**config.mk**
```make
export PLATFORM = sky130hd
export DESIGN_NAME = bcd_to_bin_seq
export DESIGN_NICKNAME = d
export VERILOG_FILES = /design/src/rtl/bcd_pkg.sv /design/src/rtl/bcd_digit_adjust.sv /design/src/rtl/bcd_to_bin_seq.sv
export SDC_FILE = /design/constraint.sdc
export NUM_CORES = 1
export LEC_CHECK = 0
export CORE_MARGIN = 2
export CORE_UTILIZATION = 58
export DETAILED_ROUTE_END_ITERATION = 16
export PLACE_DENSITY_LB_ADDON = 0.2
export REMOVE_ABC_BUFFERS = 1
export SETUP_SLACK_MARGIN = 0.3
export SLEW_MARGIN = 0
export SYNTH_ARGS = -nofsm -noshare
export SYNTH_HDL_FRONTEND = slang
export SYNTH_SLANG_ARGS = --single-unit
```
**constraint.sdc**
```tcl
create_clock -name i_clk -period 2.9 [get_ports i_clk]
set_clock_uncertainty 0.1 [all_clocks]
set_input_delay 0.87 -clock i_clk [delete_from_list [all_inputs] [get_ports i_clk]]
set_output_delay 0.87 -clock i_clk [all_outputs]
set_load 0.005 [all_outputs]
```
**src/rtl/bcd_pkg.sv**
```systemverilog
// Shared definitions for the sequential BCD-to-binary converter.
// Latency: n/a (types, constants and a pure helper function only).
// Backpressure: n/a.
//
// Contents:
//   state_t         - converter FSM encoding (IDLE, SHIFT, DONE)
//   ADJ_THRESH      - digit value at/above which a correction is applied
//   ADJ_CORR        - correction subtracted from such a digit
//   BCD_MAX_DIGIT   - largest legal BCD digit value
//   digit_invalid() - flags a nibble that is not a legal BCD digit
package bcd_pkg;

    typedef enum logic [1:0] {
        IDLE  = 2'd0,
        SHIFT = 2'd1,
        DONE  = 2'd2
    } state_t;

    // Reverse double-dabble: after each right shift a digit that reads >= 8
    // has just received a "5" from the digit above it (an odd upper digit
    // halved), so 3 is removed to turn the binary weight 8 into BCD weight 5.
    localparam logic [3:0] ADJ_THRESH    = 4'd8;
    localparam logic [3:0] ADJ_CORR      = 4'd3;
    localparam logic [3:0] BCD_MAX_DIGIT = 4'd9;

    function automatic logic digit_invalid(input logic [3:0] dig);
        return (dig > BCD_MAX_DIGIT);
    endfunction

endpackage : bcd_pkg

```
**src/rtl/bcd_digit_adjust.sv**
```systemverilog
// Single-digit correction for reverse double-dabble: subtract 3 if >= 8.
// Latency: purely combinational, zero cycles.
// Backpressure: none; output follows input continuously.
//
// Ports:
//   i_dig - 4-bit digit after the register shift
//   o_dig - corrected 4-bit digit
module bcd_digit_adjust
    import bcd_pkg::*;
(
    input  logic [3:0] i_dig,
    output logic [3:0] o_dig
);

    always_comb begin
        o_dig = i_dig;
        if (i_dig >= ADJ_THRESH) begin
            o_dig = i_dig - ADJ_CORR;
        end
    end

endmodule : bcd_digit_adjust

```
**src/rtl/bcd_to_bin_seq.sv**
```systemverilog
// Sequential packed-BCD to binary converter (reverse double-dabble).
// Latency: BIN_W+1 cycles from accepted start to o_done (1 cycle for a bad digit).
// Backpressure: none; i_start is sampled only in IDLE, ignored otherwise (no queuing).
//
// Ports:
//   i_clk    - clock, rising edge
//   i_rst_n  - asynchronous active-low reset
//   i_start  - conversion request, sampled in IDLE
//   i_bcd    - packed BCD operand, digit 0 in bits [3:0]
//   o_busy   - high whenever the FSM is not in IDLE
//   o_done   - one-cycle pulse: o_bin/o_error valid
//   o_bin    - binary result, held until the next o_done
//   o_error  - last captured operand had a digit > 9, held until next o_done
//
// Parameters: DIGITS BCD digits in, BIN_W result bits; 2^BIN_W must exceed
// 10^DIGITS - 1 so the BCD section is fully drained after BIN_W shifts.
module bcd_to_bin_seq
    import bcd_pkg::*;
#(
    parameter int unsigned DIGITS = 3,
    parameter int unsigned BIN_W  = 10
) (
    input  logic                  i_clk,
    input  logic                  i_rst_n,
    input  logic                  i_start,
    input  logic [4*DIGITS-1:0]   i_bcd,
    output logic                  o_busy,
    output logic                  o_done,
    output logic [BIN_W-1:0]      o_bin,
    output logic                  o_error
);

    localparam int unsigned BCD_W = 4 * DIGITS;
    localparam int unsigned SR_W  = BCD_W + BIN_W;
    localparam int unsigned CNT_W = $clog2(BIN_W + 1);

    localparam logic [CNT_W-1:0] LAST_CNT = CNT_W'(BIN_W - 1);
    localparam logic [CNT_W-1:0] CNT_ONE  = CNT_W'(1);

    // ------------------------------------------------------------------
    // State
    // ------------------------------------------------------------------
    state_t             state_q, state_d;
    logic [SR_W-1:0]    sr_q,    sr_d;      // {bcd section, binary section}
    logic [CNT_W-1:0]   cnt_q,   cnt_d;
    logic [BIN_W-1:0]   bin_q,   bin_d;
    logic               err_q,   err_d;

    // ------------------------------------------------------------------
    // Datapath: one shift plus per-digit correction
    // ------------------------------------------------------------------
    logic [SR_W-1:0]    sr_shift;   // register shifted right by one
    logic [BCD_W-1:0]   bcd_adj;    // corrected BCD section after the shift
    logic [SR_W-1:0]    sr_step;    // full register value after one SHIFT cycle
    logic [DIGITS-1:0]  dig_bad;    // per-digit legality of the incoming operand
    logic               any_bad;

    // The BCD LSB falls into the binary MSB naturally with a whole-register
    // logical shift; a zero enters the top of the BCD section.
    assign sr_shift = sr_q >> 1;

    for (genvar g = 0; g < DIGITS; g++) begin : g_dig
        bcd_digit_adjust u_adj (
            .i_dig (sr_shift[BIN_W + 4*g +: 4]),
            .o_dig (bcd_adj[4*g +: 4])
        );

        assign dig_bad[g] = digit_invalid(i_bcd[4*g +: 4]);
    end

    assign sr_step = {bcd_adj, sr_shift[BIN_W-1:0]};
    assign any_bad = |dig_bad;

    // ------------------------------------------------------------------
    // Next-state and datapath control
    // ------------------------------------------------------------------
    always_comb begin
        state_d = state_q;
        sr_d    = sr_q;
        cnt_d   = cnt_q;
        bin_d   = bin_q;
        err_d   = err_q;

        unique case (state_q)
            IDLE: begin
                if (i_start) begin
                    sr_d  = {i_bcd, {BIN_W{1'b0}}};
                    cnt_d = '0;
                    if (any_bad) begin
                        // Malformed operand: skip the shift phase entirely and
                        // publish a zero result with the error flag.
                        state_d = DONE;
                        bin_d   = '0;
                        err_d   = 1'b1;
                    end else begin
                        state_d = SHIFT;
                    end
                end
            end

            SHIFT: begin
                sr_d  = sr_step;
                cnt_d = cnt_q + CNT_ONE;
                // Always run the full BIN_W shifts, even for a zero operand,
                // so latency is data independent.
                if (cnt_q == LAST_CNT) begin
                    state_d = DONE;
                    bin_d   = sr_step[BIN_W-1:0];
                    err_d   = 1'b0;
                end
            end

            DONE: begin
                state_d = IDLE;
            end

            default: begin
                state_d = IDLE;
            end
        endcase
    end

    // ------------------------------------------------------------------
    // Registers
    // ------------------------------------------------------------------
    always_ff @(posedge i_clk or negedge i_rst_n) begin
        if (!i_rst_n) begin
            state_q <= IDLE;
            sr_q    <= '0;
            cnt_q   <= '0;
            bin_q   <= '0;
            err_q   <= 1'b0;
        end else begin
            state_q <= state_d;
            sr_q    <= sr_d;
            cnt_q   <= cnt_d;
            bin_q   <= bin_d;
            err_q   <= err_d;
        end
    end

    // ------------------------------------------------------------------
    // Outputs: all decoded from registers, so i_start never reaches o_done
    // combinationally.
    // ------------------------------------------------------------------
    assign o_busy  = (state_q != IDLE);
    assign o_done  = (state_q == DONE);
    assign o_bin   = bin_q;
    assign o_error = err_q;

endmodule : bcd_to_bin_seq

```
==> results of run 1 <==
==> routing by layer <==
layer / GRT usage, % / wire length, um / vias to the layer above
li1: - / - / 828
met1: 36.5 / 2030 / 860
met2: 42.8 / 2310 / 70
met3: 6.67 / 309 / 10
met4: 6.67 / 76 / 0
met5: 0 / 0 / -
==> worst min path at each step <==
| stage | from | end | slack [ns] |
|---|---|---|---|
| floorplan | sr_q[1] | sr_q[1] | 0.37 |
| global placement | sr_q[1] | sr_q[1] | 0.39 |
| detailed placement | sr_q[1] | sr_q[1] | 0.39 |
| CTS | sr_q[1] | sr_q[1] | 0.41 |
| global route | sr_q[1] | sr_q[1] | 0.44 |
| finish | sr_q[1] | sr_q[1] | 0.42 |
==> registers in the layout (all words and copies together) (netlist names) <==
signal   cells
sr_q        21
o_bin       10
cnt_q        4
state_q      2
o_error      1
==> through the flow <==
step                      instances  setup slack (ns)  total power (uW)  cell area, sq um  util, %
final                           283             0.417              2000              2420     72.6
after global routing            283             0.346              2150              2420     72.6
after CTS                       283             0.361              2000              2420     72.5
after detailed placement        273             0.463              1630              2330     69.7
after global placement          273             0.504              1580              2330     69.7
after floorplan                 192             0.773              1320              1940        -
==> area by class of cell <==
type                            count  area, sq um
Inverter                            9         33.8
Timing Repair Buffer               37          345
Clock buffer                        5         37.5
Multi-Input combinational cell    145          956
Clock inverter                      3         40.0
Tap cell                           46         57.6
Fill cell                         269          915
Sequential cell                    38          952
==> layout by cell type, fill, tap and decap left out, types with 2 or more instances in the layout <==
cell type / n
nor2_1: 5
nand2_1: 7
nand3_1: 24
buf_4: 10
ha_1: 6
nor2b_1: 14
clkbuf_4: 5
a21oi_1: 8
dfrtp_1: 37
nand2b_1: 3
clkdlybuf4s50_1: 27
inv_1: 7
inv_2: 2
o211ai_1: 10
o22a_1: 3
xnor2_1: 2
o21ai_0: 2
xor2_1: 2
nand4_1: 11
a2bb2oi_1: 2
mux2i_1: 3
a22o_1: 9
clkinv_2: 2
o22ai_1: 15
o21ai_1: 8
==> cell families (layout without fill, tap and decap cells) <==
kind of cell,Yosys count,count (layout),synth area share [%]
AND/OR/NAND/NOR,69,69,18.7
buffers and inverters,25,54,5.35
AO/OA/AOI/OAI,62,62,21.2
XOR/XNOR,4,4,1.74
flip-flops,38,38,47.3
multiplexers,4,4,2.05
adder cells (fa/ha/maj),6,6,3.73
==> timing repair <==
action / CTS / global route
setup buffers: 2 / 0
gates cloned: 0 / 0
endpoints found under the setup margin: 2 / 1
gates resized for setup: 1 / 1
pin swaps: 0 / 0
==> critical path: stages, from the launching register on <==
cell	delay, ns
dfrtp_1	0.48
nor2_2	0.19
inv_1	0.05
clkdlybuf4s50_1	0.44
==> power breakdown <==
group          leakage [uW]  switching, uW  internal [uW]
registers          0.000489            174            670
clock network     0.0000450            182            179
logic              0.000529            434            364
total               0.00106            789           1210
==> flow_summary.ini, run 1 <==
[sta]
final-max-slew-violation-count = 0
finalCritPeriodShare_pct = 85.6
rsz0062_at_grt = false
final.setup.tns_ns = 0
tightest_slew_ns = 0.843
hold_violations = 0
fmax_mhz = 403
finalSetupViolCount = 0
fin_crit_ns = 2.48
hold_ws_ns = 0.417
slew-limit-headroom_pct = 43.8

[global_route]
grt_pass1_wl_um = 8330
grt_pass1_vias = 1735
grt_max_degree = 39
grtUsageTotal_pct = 26.7
antenna_found_initial = 0
overflow = 0

[hold_path]
min_path_type = register to register
holdPathStages = 1

[cells_and_area]
drive_above_1_share_pct = 10.1
nNetsFinal = 257
area_delta_synth_final_pct = 20.4
antenna_cells = 0

[synth]
synth.most_common_cell = dfrtp_1
ys.warnings.count = 0
async_flop_share_pct = 100
synth_edf_count = 0
yosys.area.top_type = dfrtp_1
synth_top_area_share_pct = 47.3
synth_cell_types = 34
netlist_top_cells_area = dfrtp_1, nand3_1, o22ai_1
synth_ff_type = dfrtp_1
yosysSeqAreaShare_pct = 47.3
syn_avg_cell_area_sq_um = 9.67
yosys-top-cells-count = dfrtp_1, nand3_1, o22ai_1, nor2b_1, nand4_1
syn_area_sq_um = 2010
ys_ff_latch = 38
netlist_instances = 208

[worst_setup_path]
reg2reg_depth = 4
arrival_ns = 1.51
cp-startpoint = state_q[0]
crit_required_ns = 1.93
critPathMaxFanout = 7
r2r-start = state_q[0]
endpoint = o_busy
endpoint_kind = output port
worstSetupStartpointType = register
r2r_setup_slack_ns = 0.90
r2r_end = o_bin[6]
critical_path_class = register to output port

[die]
core_area_sq_um = 3340
initial_core_util_pct = 60.3
rows = 21
fp.dieW_um = 62.9
die_y_um = 62.9
io_pins = 28
dieArea_sq_um = 3960

[cts]
cts_inserted_buffers = 5
clkTransAtPathRegs_ns = 0.12
cts_tree = done
clockBufferDepth = 2
htree_num_levels = 2
cts-root-buf = clkbuf_4
clock-sinks = 38
insertion_delay_ns = 0.35
cts_hold_buf = 0

[detailed_routing]
drtAntennaViolNets = 0
wl_per_cell_um = 16.7
viasPerCell = 6.25
firstDrtPassIters = 4
via_count = 1768
drt_iter0_drc = 172
drt_wl_total_um = 4730
drc = 0

[run]
drv_cap = 0

[pwr]
ir_drop_uv = 577
p_per_area_nw_per_um2 = 826
power_leakage_uw = 0.00106

[placed_design]
routabilityCongestion = 0.834
hpwl_um = 3090
portBuffers = 27

[status]
status = finished clean
No activity file was read; power rests on OpenSTA's default activity.
==> run 2, diff against run 1 <==
--- a/config.mk
+++ b/config.mk
@@ -9,7 +9,6 @@
 export CORE_UTILIZATION = 58
 export DETAILED_ROUTE_END_ITERATION = 16
 export PLACE_DENSITY_LB_ADDON = 0.2
-export REMOVE_ABC_BUFFERS = 1
 export SETUP_SLACK_MARGIN = 0.3
 export SLEW_MARGIN = 0
 export SYNTH_ARGS = -nofsm -noshare
==> run 2 against run 1 <==
First-iteration DRC count up 41%. Power down 0.40%. Combinational power down 0.8%. Register-to-register slack better by 0.16 ns. Critical path type unchanged. Clock power about the same. Sequential power about the same. Global-route usage down 0.33 points. Non-clock buffer count down 1. Setup slack worse by 0.060 ns. Critical endpoint unchanged. Routed wire length up 1.8%. Maximum frequency down 2.4%.
==> flow_summary.ini, run 2 (synthesized netlist as in run 1, its figures left out) <==
[cts]
clkTransAtPathRegs_ns = 0.12
cts_hold_buf = 0
htree_num_levels = 2
cts-root-buf = clkbuf_4
cts_tree = done
insertion_delay_ns = 0.36
clockBufferDepth = 2
clock-sinks = 38
cts_inserted_buffers = 5

[run]
drv_cap = 0

[die]
core_area_sq_um = 3340
io_pins = 28
initial_core_util_pct = 60.3
die_y_um = 62.9
fp.dieW_um = 62.9
rows = 21
dieArea_sq_um = 3960

[worst_setup_path]
crit_required_ns = 1.93
worstSetupStartpointType = register
critPathMaxFanout = 8
endpoint_kind = output port
arrival_ns = 1.57
critical_path_class = register to output port

[placed_design]
routabilityCongestion = 0.800
post_dp_cell_area_sq_um = 2320
portBuffers = 27
hpwl_um = 3270

[sta]
slew-limit-headroom_pct = 43.9
tightest_slew_ns = 0.842
fmax_mhz = 393
finalCritPeriodShare_pct = 87.7
fin_crit_ns = 2.54
final-max-slew-violation-count = 0
rsz0062_at_grt = false
final.setup.tns_ns = 0
hold_ws_ns = 0.415
hold_violations = 0
finalSetupViolCount = 0

[global_route]
grtUsageMet2_pct = 41.6
met3_usage_pct = 4.14
overflow = 0
met1_usage_pct = 36.7
grtUsageTotal_pct = 26.4
grt_pass1_vias = 1792
antenna_found_initial = 0
grt_max_degree = 39
grt_pass1_wl_um = 8360
busiest_layer = met2

[cells_and_area]
largest_register_ffs = 21
post-route-util_pct = 72.3
mostFrequentLayoutCells = dfrtp_1, clkdlybuf4s50_1, nand3_1
area_delta_synth_final_pct = 20.0
postLayoutCellArea_sq_um = 2410
antenna_cells = 0
nNetsFinal = 256
regMostFlops = sr_q
drive_above_1_share_pct = 9.32
final_common_cell = dfrtp_1

[synth]
synth_nets = 229

[status]
status = finished clean

[detailed_routing]
firstDrtPassIters = 4
drt_iter0_drc = 243
wl_per_cell_um = 17.0
drc = 0
viasPerCell = 6.40
via_count = 1804
drt_wl_total_um = 4810
drtAntennaViolNets = 0

[pwr]
p_clk_share_pct = 18.1
p_switching_uw = 781
power_frac_comb_pct = 39.7
p_per_area_nw_per_um2 = 826
ir_drop_uv = 686
power_leakage_uw = 0.00105
swShare_pct = 39.2
p_seq_share_pct = 42.2
internal_power_uw = 1210

[hold_path]
min_path_type = register to register
-- run 2: area by class of cell --
| type | count | area (sq um) |
|---|---|---|
| clock buffers | 7 | 45.0 |
| clock inverters | 1 | 30.0 |
| fillers | 255 | 923 |
| inverters | 9 | 33.8 |
| multi-input cells | 145 | 956 |
| flip-flops and latches | 38 | 953 |
| well taps | 46 | 57.6 |
| repair buffers | 36 | 338 |
-- run 2: worst max-delay path: stages (launching register included) --
cell	delay, ns
dfrtp_2	0.50
nor2_2	0.19
inv_1	0.06
clkdlybuf4s50_1	0.46
-- run 2: path summary, 6_finish.rpt --
kind                            startpoint  slack, ns  cells after the start    endpoint
worst max-delay path            state_q[0]       0.36                      3      o_busy
worst min-delay path               sr_q[1]       0.41                      1     sr_q[1]
worst max register to register  state_q[1]       1.06                      4    o_bin[2]
worst min register to register     sr_q[1]       0.41                      1     sr_q[1]
max in group asynchronous          i_rst_n       1.52                      2  state_q[0]
min in group asynchronous          i_rst_n       0.82                      2    sr_q[18]
-- run 2: what timing repair did --
action	in CTS	in global routing
setup buffers	2	0
resized for setup	2	1
setup endpoints to repair	2	2
-- run 2: per-layer routing --
layer / vias up / share of wire (%)
met3: 8 / 5.2
met4: 0 / 1.4
met1: 909 / 44
li1: 829 / -
met5: - / 0
met2: 58 / 49
-- run 2: per-stage QoR --
stage	setup slack [ns]	total power [uW]	std cells
5_1_grt	0.305	2130	282
2_1_floorplan	1.10	1380	208
3_5_place_dp	0.332	1610	272
3_3_place_gp	0.407	1560	272
4_1_cts	0.326	1990	282
6_report	0.357	1990	282
-- run 2: power groups by stage --
stage,Sequential [uW],Clock (uW),Combinational [uW]
floorplan,795,0,584
global placement,841,0,717
detailed placement,854,0,755
CTS,836,365,787
global route,866,392,875
finish,841,360,792
